`config.mk`:
```
export PLATFORM = sky130hd
export DESIGN_NAME = clk_gate_ctrl
export DESIGN_NICKNAME = d
export VERILOG_FILES = /design/src/rtl/clk_gate_pkg.sv /design/src/rtl/clk_gate_ctrl_timer.sv /design/src/rtl/clk_gate_ctrl.sv
export SDC_FILE = /design/constraint.sdc
export NUM_CORES = 1
export LEC_CHECK = 0
export BUFFER_PORTS_ARGS = -buffer_cell sky130_fd_sc_hd__buf_2
export CAP_MARGIN = 20
export CORE_MARGIN = 2
export CORE_UTILIZATION = 34
export CTS_BUF_LIST = sky130_fd_sc_hd__clkbuf_4 sky130_fd_sc_hd__clkbuf_8 sky130_fd_sc_hd__clkbuf_16
export CTS_CLUSTER_DIAMETER = 40
export DETAILED_ROUTE_END_ITERATION = 10
export SYNTH_ARGS = -nofsm -noshare
export SYNTH_HDL_FRONTEND = slang
export SYNTH_SLANG_ARGS = --single-unit
```
`constraint.sdc`:
```
create_clock -name clk -period 4.6 [get_ports clk]
set_input_delay 0.69 -clock clk [delete_from_list [all_inputs] [get_ports clk]]
set_output_delay 0.69 -clock clk [all_outputs]
set_load 0.005 [all_outputs]
```
`src/rtl/clk_gate_pkg.sv`:
```
// Shared types and sizing helpers for the clock-gate controller.
package clk_gate_pkg;

    typedef enum logic [2:0] {
        ST_RUN       = 3'd0,
        ST_IDLE_WAIT = 3'd1,
        ST_SLEEP_REQ = 3'd2,
        ST_GATED     = 3'd3,
        ST_WAKE      = 3'd4
    } cg_state_e;

    localparam int SLEEP_CNT_W = 16;

    // Timer width large enough to hold the larger of the two reload values.
    function automatic int cnt_width(input int idle, input int wake);
        return $clog2(((idle > wake) ? idle : wake) + 1);
    endfunction

endpackage

```
`src/rtl/clk_gate_ctrl_timer.sv`:
```
// Down-counter shared by the idle window and the wake settling phase.
module gate_timer #(
    parameter int W = 4
) (
    input  logic         clk,
    input  logic         rst_n,
    input  logic         load_i,
    input  logic [W-1:0] load_val_i,
    input  logic         dec_i,
    output logic         zero_o
);

    logic [W-1:0] cnt_q;

    // Load has priority; decrement stops at zero.
    always_ff @(posedge clk or negedge rst_n) begin
        if (!rst_n) begin
            cnt_q <= '0;
        end else if (load_i) begin
            cnt_q <= load_val_i;
        end else if (dec_i && (cnt_q != '0)) begin
            cnt_q <= cnt_q - 1'b1;
        end
    end

    assign zero_o = (cnt_q == '0);

endmodule

```
`src/rtl/clk_gate_ctrl.sv`:
```
// Clock-gate enable controller: idle detection, sleep handshake, gated
// hold-off and timed wake. All outputs are dedicated flops.
module clk_gate_ctrl
    import clk_gate_pkg::*;
#(
    parameter int IDLE_CYCLES = 16,
    parameter int WAKE_CYCLES = 2
) (
    input  logic                   clk,
    input  logic                   rst_n,
    input  logic                   busy,
    input  logic                   wake_req,
    input  logic                   force_on,
    input  logic                   sleep_ack,
    output logic                   sleep_req,
    output logic                   clk_en,
    output logic                   awake,
    output logic [SLEEP_CNT_W-1:0] sleep_count
);

    localparam int CNT_W = cnt_width(IDLE_CYCLES, WAKE_CYCLES);
    localparam logic [CNT_W-1:0] IDLE_LD = CNT_W'(IDLE_CYCLES - 1);
    localparam logic [CNT_W-1:0] WAKE_LD = CNT_W'(WAKE_CYCLES - 1);

    if (IDLE_CYCLES < 1) begin : g_bad_idle
        $error("clk_gate_ctrl: IDLE_CYCLES must be >= 1");
    end
    if (WAKE_CYCLES < 1) begin : g_bad_wake
        $error("clk_gate_ctrl: WAKE_CYCLES must be >= 1");
    end

    cg_state_e              state_q, state_d;
    logic                   tmr_load, tmr_dec, tmr_zero;
    logic [CNT_W-1:0]       tmr_val;
    logic                   cnt_inc;
    logic                   clk_en_q, awake_q, sleep_req_q;
    logic                   clk_en_d, awake_d, sleep_req_d;
    logic [SLEEP_CNT_W-1:0] sleep_cnt_q;

    logic stay, wake;
    assign stay = busy | wake_req | force_on;
    assign wake = wake_req | force_on;

    gate_timer #(.W(CNT_W)) u_timer (
        .clk        (clk),
        .rst_n      (rst_n),
        .load_i     (tmr_load),
        .load_val_i (tmr_val),
        .dec_i      (tmr_dec),
        .zero_o     (tmr_zero)
    );

    // Next-state, timer control, and output decode of the next state so the
    // output flops change together with the state register.
    always_comb begin
        state_d  = state_q;
        tmr_load = 1'b0;
        tmr_val  = '0;
        tmr_dec  = 1'b0;
        cnt_inc  = 1'b0;
        unique case (state_q)
            ST_RUN: begin
                if (!stay) begin
                    state_d  = ST_IDLE_WAIT;
                    tmr_load = 1'b1;
                    tmr_val  = IDLE_LD;
                end
            end
            ST_IDLE_WAIT: begin
                if (stay)          state_d = ST_RUN;
                else if (tmr_zero) state_d = ST_SLEEP_REQ;
                else               tmr_dec = 1'b1;
            end
            ST_SLEEP_REQ: begin
                // Abort beats a coincident acknowledge.
                if (stay) begin
                    state_d = ST_RUN;
                end else if (sleep_ack) begin
                    state_d = ST_GATED;
                    cnt_inc = 1'b1;
                end
            end
            ST_GATED: begin
                if (wake) begin
                    state_d  = ST_WAKE;
                    tmr_load = 1'b1;
                    tmr_val  = WAKE_LD;
                end
            end
            ST_WAKE: begin
                // Wake runs to completion even if the request drops.
                if (tmr_zero) state_d = ST_RUN;
                else          tmr_dec = 1'b1;
            end
            default: state_d = ST_RUN;
        endcase
        clk_en_d    = (state_d != ST_GATED);
        awake_d     = (state_d == ST_RUN) || (state_d == ST_IDLE_WAIT) ||
                      (state_d == ST_SLEEP_REQ);
        sleep_req_d = (state_d == ST_SLEEP_REQ) || (state_d == ST_GATED) ||
                      (state_d == ST_WAKE);
    end

    // State and output flops; reset restores the running clock immediately.
    always_ff @(posedge clk or negedge rst_n) begin
        if (!rst_n) begin
            state_q     <= ST_RUN;
            clk_en_q    <= 1'b1;
            awake_q     <= 1'b1;
            sleep_req_q <= 1'b0;
        end else begin
            state_q     <= state_d;
            clk_en_q    <= clk_en_d;
            awake_q     <= awake_d;
            sleep_req_q <= sleep_req_d;
        end
    end

    // Saturating count of entries into the gated state.
    always_ff @(posedge clk or negedge rst_n) begin
        if (!rst_n) begin
            sleep_cnt_q <= '0;
        end else if (cnt_inc && (sleep_cnt_q != '1)) begin
            sleep_cnt_q <= sleep_cnt_q + 1'b1;
        end
    end

    assign clk_en      = clk_en_q;
    assign awake       = awake_q;
    assign sleep_req   = sleep_req_q;
    assign sleep_count = sleep_cnt_q;

endmodule
```
== Word level (Yosys, flattened, before mapping) ==
Cells that the tools add are included.

* Register bits: 27
* Input port bits: 6
* Output and inout port bits: 19
* Logic and storage cells: 54

* Add/sub/neg operators: 2
* Equality and inequality tests: 10
* Mux-type cells: 22
* Bitwise gates (word level): 3
* Reductions and logical operators: 11

{| class="wikitable"
|+ Operators by type and width
! operator !! number
|-
| $mux W3 || 7
|-
| $add A16 B1 Y16 const B || 1
|-
| $ne A16 B16 Y1 const B || 1
|-
| $pmux W3 S5 || 1
|-
| $eq A3 B2 Y1 const B || 4
|-
| $mux W5 || 2
|-
| $mux W1 || 8
|-
| $pmux W4 S2 || 1
|-
| $eq A3 B1 Y1 const B || 2
|-
| $eq A3 B3 Y1 const B || 2
|-
| $logic_not A3 Y1 || 2
|-
| $logic_not A5 Y1 || 1
|-
| $reduce_bool A5 Y1 || 1
|-
| $sub A5 B1 Y5 const B || 1
|-
| $logic_or A1 B1 Y1 || 4
|-
| $mux W4 || 1
|-
| $pmux W1 S2 || 2
|-
| $ne A3 B2 Y1 const B || 1
|-
| $or A1 B1 Y1 || 3
|-
| $logic_and A1 B1 Y1 || 2
|-
| $reduce_bool A2 Y1 || 1
|}

== Logic depth before layout (Yosys ltp) ==
* Depth after elaboration: 7
* Mapped depth: 6
* Depth with buffers taken out: 6

== By module ==
Synthesis repeated with hierarchy kept, for this count alone.

* Cells, all modules: 147
* Area total of the unflattened synthesis: 1,493.9 sq um

{| class="wikitable"
|+ By module, submodules not included
! module !! instances !! cells an instance !! area an instance (sq um) !! sequential area each (sq um)
|-
| clk_gate_ctrl || 1 || 115 || 1,189.9 || 553.0
|-
| gate_timer || 1 || 32 || 304.0 || 125.1
|}

== Least setup slack after synthesis ==
No wires, ideal clock.

* Path type: input -> register
* Start: in busy
* End: reg u_timer.cnt_q[4]
* Library setup time: 0.078 ns
* Data arrival time: 2.042 ns
* Data required time: 4.522 ns
* Path slack: 2.481 ns
* Stages: 4
* Path buffers: 0
* Path through: or4b_1 > a211o_1 > or3_1 > a21boi_1

* Cells in the longest elaborated chain, start to end: 6
* Elaborated cells on any way between the ends: 9

{| class="wikitable"
|+ RTL lines
! what !! line !! source
|-
| from (decl) || clk_gate_ctrl.sv:11 || <nowiki>input logic busy,</nowiki>
|-
| $or A1 B1 Y1 * (2 in a row) || clk_gate_ctrl.sv:41 || <nowiki>assign stay = busy | wake_req | force_on;</nowiki>
|-
| $mux W1 || clk_gate_ctrl.sv:70 || <nowiki>if (stay) state_d = ST_RUN;</nowiki>
|-
| $pmux W1 S2 || clk_gate_ctrl.sv:61 || <nowiki>unique case (state_q)</nowiki>
|-
| $logic_and A1 B1 Y1 || clk_gate_ctrl_timer.sv:21 || <nowiki>end else if (dec_i && (cnt_q != '0)) begin</nowiki>
|-
| $reduce_bool A2 Y1 (no line) || -- ||
|-
| to (signal assigned) || clk_gate_ctrl_timer.sv:20 || <nowiki>cnt_q <= load_val_i;</nowiki>
|-
| to (signal assigned) || clk_gate_ctrl_timer.sv:22 || <nowiki>cnt_q <= cnt_q - 1'b1;</nowiki>
|-
| to (decl) || clk_gate_ctrl_timer.sv:13 || <nowiki>logic [W-1:0] cnt_q;</nowiki>
|}

Mark *: on every way between the ends. The rest lies on a longest branch, timed or not.
A chain may end at the register's enable or synchronous reset.

== Final worst setup path ==
* Start: in wake_req
* End: reg sleep_cnt_q[14] (netlist: sleep_count[14])

* Cells in the longest elaborated chain, start to end: 5

{| class="wikitable"
|+ RTL lines
! what !! line !! source
|-
| from (decl) || clk_gate_ctrl.sv:12 || <nowiki>input logic wake_req,</nowiki>
|-
| $or A1 B1 Y1 (2 in a row) || clk_gate_ctrl.sv:41 ||
|-
| $mux W1 || clk_gate_ctrl.sv:76 || <nowiki>if (stay) begin</nowiki>
|-
| $mux W1 || clk_gate_ctrl.sv:61 ||
|-
| $logic_and A1 B1 Y1 || clk_gate_ctrl.sv:123 || <nowiki>end else if (cnt_inc && (sleep_cnt_q != '1)) begin</nowiki>
|-
| to (signal assigned) || clk_gate_ctrl.sv:124 || <nowiki>sleep_cnt_q <= sleep_cnt_q + 1'b1;</nowiki>
|-
| to (decl) || clk_gate_ctrl.sv:38 || <nowiki>logic [SLEEP_CNT_W-1:0] sleep_cnt_q;</nowiki>
|}

No other way between the ends.

==> results.md <==
* Detail Placement HPWL at 2.04 mm
* H-Tree Depth at 1
* Initial Utilization at 34.8%
* Launching point of the worst reg2reg path: state_q[2]$_DFF_PN0_
* Max cap viols at 0
* Detailed Route WL at 2.78 mm
* Synth Flop Type: dfrtp_1
* Synth top cells by count: dfrtp_1, inv_1, xor2_1
* Largest net degree at the start of global routing at 28
* Core area at approximately 3900 sq um
* TritonCTS Buffers at 3
* Ys Warns at 0
* Hold Buf Count CTS at 0
* Critical Path End Type: flop
* Synthesized area per cell at 10.2 sq um
* Period Utilization, post-route at ~48%
* Pwr Total at 0.000528 W
* Clk root buf: clkbuf_8
* Clk_lat worst skew at 280 ps
* Drt via density at 5.34
* Final hold vios at 0
* Max Root-Sink Buffers at 2
* Pwr dens at 331 nW/um^2
* Worst-margin pin slew at 833 ps
* Relative slew slack at 43.7%
* F_max at 0.453 GHz
* Share of the synthesized area in the top cell type at 45.6%
* Post-synth top area cell: dfrtp_1
* Total gr overflow at 0
* Sequential-to-total area share from yosys stat at 49.4%
* #FFs+latches synth at 27
* Leak pwr at 0.803 nW
* EDFF count, synth at 0
* Row cnt at 23
* Hold WC Path Type: in -> async
* GRT Overall Usage at 13.6%
* DIE HEIGHT at 67.5 microns
* Via count at 1121
* Antenna viol nets, final at 0
* R2r endpoint: sleep_count[14]$_DFFE_PN0P_
* Layout area overhead at 16.1%
* Status: complete, no violations
* Most numerous cell in the Yosys netlist: dfrtp_1
* Synth cell types at 38
* Worst R2R Path Depth at 4
* Vias in the first global route at 1060
* Setup Crit Path Kind: in -> reg
* Worst Skew at 7.61 ps
* Post-Syn Instances at 134
* Clock slew at reported path FFs at 100 ps
* Post-CTS Setup Repair Bufs at 0
* Top cells by area, synth: dfrtp_1, xor2_1, dfstp_2
* Initial antenna violation count at 0
* Die W at 67.5 microns
* Min cycle time layout at 2210 ps
* Worst EP required at 4770 ps
* CP Max Fanout at 6
* Top-Level Pins at 25
* Clk sink count at 27
* Sum of negative setup slack at 0 ps
* DRC at 0
* Asr flop ratio synth at 100%
* Final #Nets at between 150 and 200
* First-pass GRT wire length at 4.66 mm
* Peak supply drop at 0.000137 V
* DR pass1 iterations at 4
* Slew Viols, Final at 0
* Drt wl/cell at 13.2 microns
* Share of cells above drive strength 1 at 23.8%
* Detailed Route Iter0 Violations at 51
* Arrival time worst endpoint at 2380 ps
* Gp weighted congestion at between 0.7 and 0.8
* CTS tree: built
* Post-synth design cell area at 1370 sq um
* Die area at 4560 sq um
* Worst reg-to-reg setup slack at 2410 ps
* Synthesized Nets at 143
* Unrepaired setup endpoints after global routing: no
* Setup crit start kind: input port
* Ant diodes at 0
* PostCTS Resize Cnt at 0
* Setup violators final at 0
* Port bufs at 24
==> per-stage QoR <==
stage / setup slack (ps) / hold WS [ps] / instances / utilization [%] / area, sq um
after floorplan: 2480 / 394 / 134 / - / 1370
after global placement: 2200 / 488 / 206 / 39.3 / 1550
after detailed placement: 2130 / 492 / 206 / 39.3 / 1550
after CTS: 2440 / 417 / 210 / 40.4 / 1590
after global routing: 2260 / 453 / 210 / 40.4 / 1590
final: 2390 / 389 / 210 / 40.4 / 1590
==> state kept, by name, indices dropped and copies added, names as in the netlist <==
signal,cells
sleep_count,16
sleep_req,1
awake,1
state_q,3
clk_en,1
u_timer.cnt_q,5
==> cell type report <==
type / instances / area (sq um)
clock buffer: 3 / 41.3
tap: 50 / 62.6
inverter: 11 / 41.3
clock inverter: 1 / 5.00
sequential: 27 / 678
fill: 387 / 2350
timing repair buffer: 24 / 120
multi-input combinational: 94 / 646
==> kinds of logic after synthesis <==
family / after synthesis / share of synthesized area (%)
AND/OR/NAND/NOR: 54 / 22.9
flip-flops: 27 / 49.4
AO/OA/AOI/OAI: 20 / 10.2
XOR/XNOR: 15 / 9.57
buffers and inverters: 13 / 3.56
adder cells (fa/ha/maj): 3 / 2.74
multiplexers: 2 / 1.64
==> worst max-delay path, stage by stage <==
cell and delay [ps]:
buf_2 110, nor3_1 510, nand4_1 390, nor3_1 320
mux2_2 360
==> power by group <==
group | internal [W] | total (W) | switching, W
Clock | 0.0000610 | 0.000140 | 0.0000787
Sequential | 0.000266 | 0.000286 | 0.0000198
Combinational | 0.0000453 | 0.000103 | 0.0000572
Total | 0.000372 | 0.000528 | 0.000156
==> placed cells by master, fill, tap and decap left out, types with 2 or more instances in the layout <==
master    synthesis  layout
a21oi_1           4       4
and3_1            2       2
buf_2             0      24
clkbuf_8          0       3
dfrtp_1          25      25
dfstp_2           2       2
ha_1              3       3
inv_1            11      11
mux2_2            2       2
nand2_1           7       7
nand3_1           6       6
nand4_1           5       5
nor2_1            5       5
nor3_1           10      10
nor3b_1           3       3
nor4_1            3       3
nor4b_1           2       2
o211ai_1          2       2
o21ai_0           2       2
o22ai_1           3       3
or2_2             2       2
or3_1             3       3
xnor2_1           4       4
xor2_1           11      11
==> layer usage <==
metal | track usage, % | vias up | share of wire (%) | routed length, microns
li1 | - | 536 | - | -
met1 | 17.5 | 548 | 46 | 1290
met2 | 21.6 | 32 | 47 | 1310
met3 | 4.33 | 5 | 5.3 | 146
met4 | 4.85 | 0 | 1.3 | 35
met5 | 0 | - | 0 | 0
==> how the worst max path moves through the flow <==
stage | startpoint | cells past startpoint | slack, ps | endpoint
after floorplan | busy | 4 | 2480 | u_timer.cnt_q[4]$_DFFE_PN0P_
after global placement | wake_req | 5 | 2200 | sleep_count[14]$_DFFE_PN0P_
after detailed placement | wake_req | 5 | 2130 | sleep_count[14]$_DFFE_PN0P_
after CTS | wake_req | 5 | 2440 | sleep_count[14]$_DFFE_PN0P_
after global routing | state_q[2]$_DFF_PN0_ | 4 | 2260 | sleep_count[14]$_DFFE_PN0P_
final | wake_req | 5 | 2390 | sleep_count[14]$_DFFE_PN0P_
Note: power is estimated with default switching activity, not from simulation.
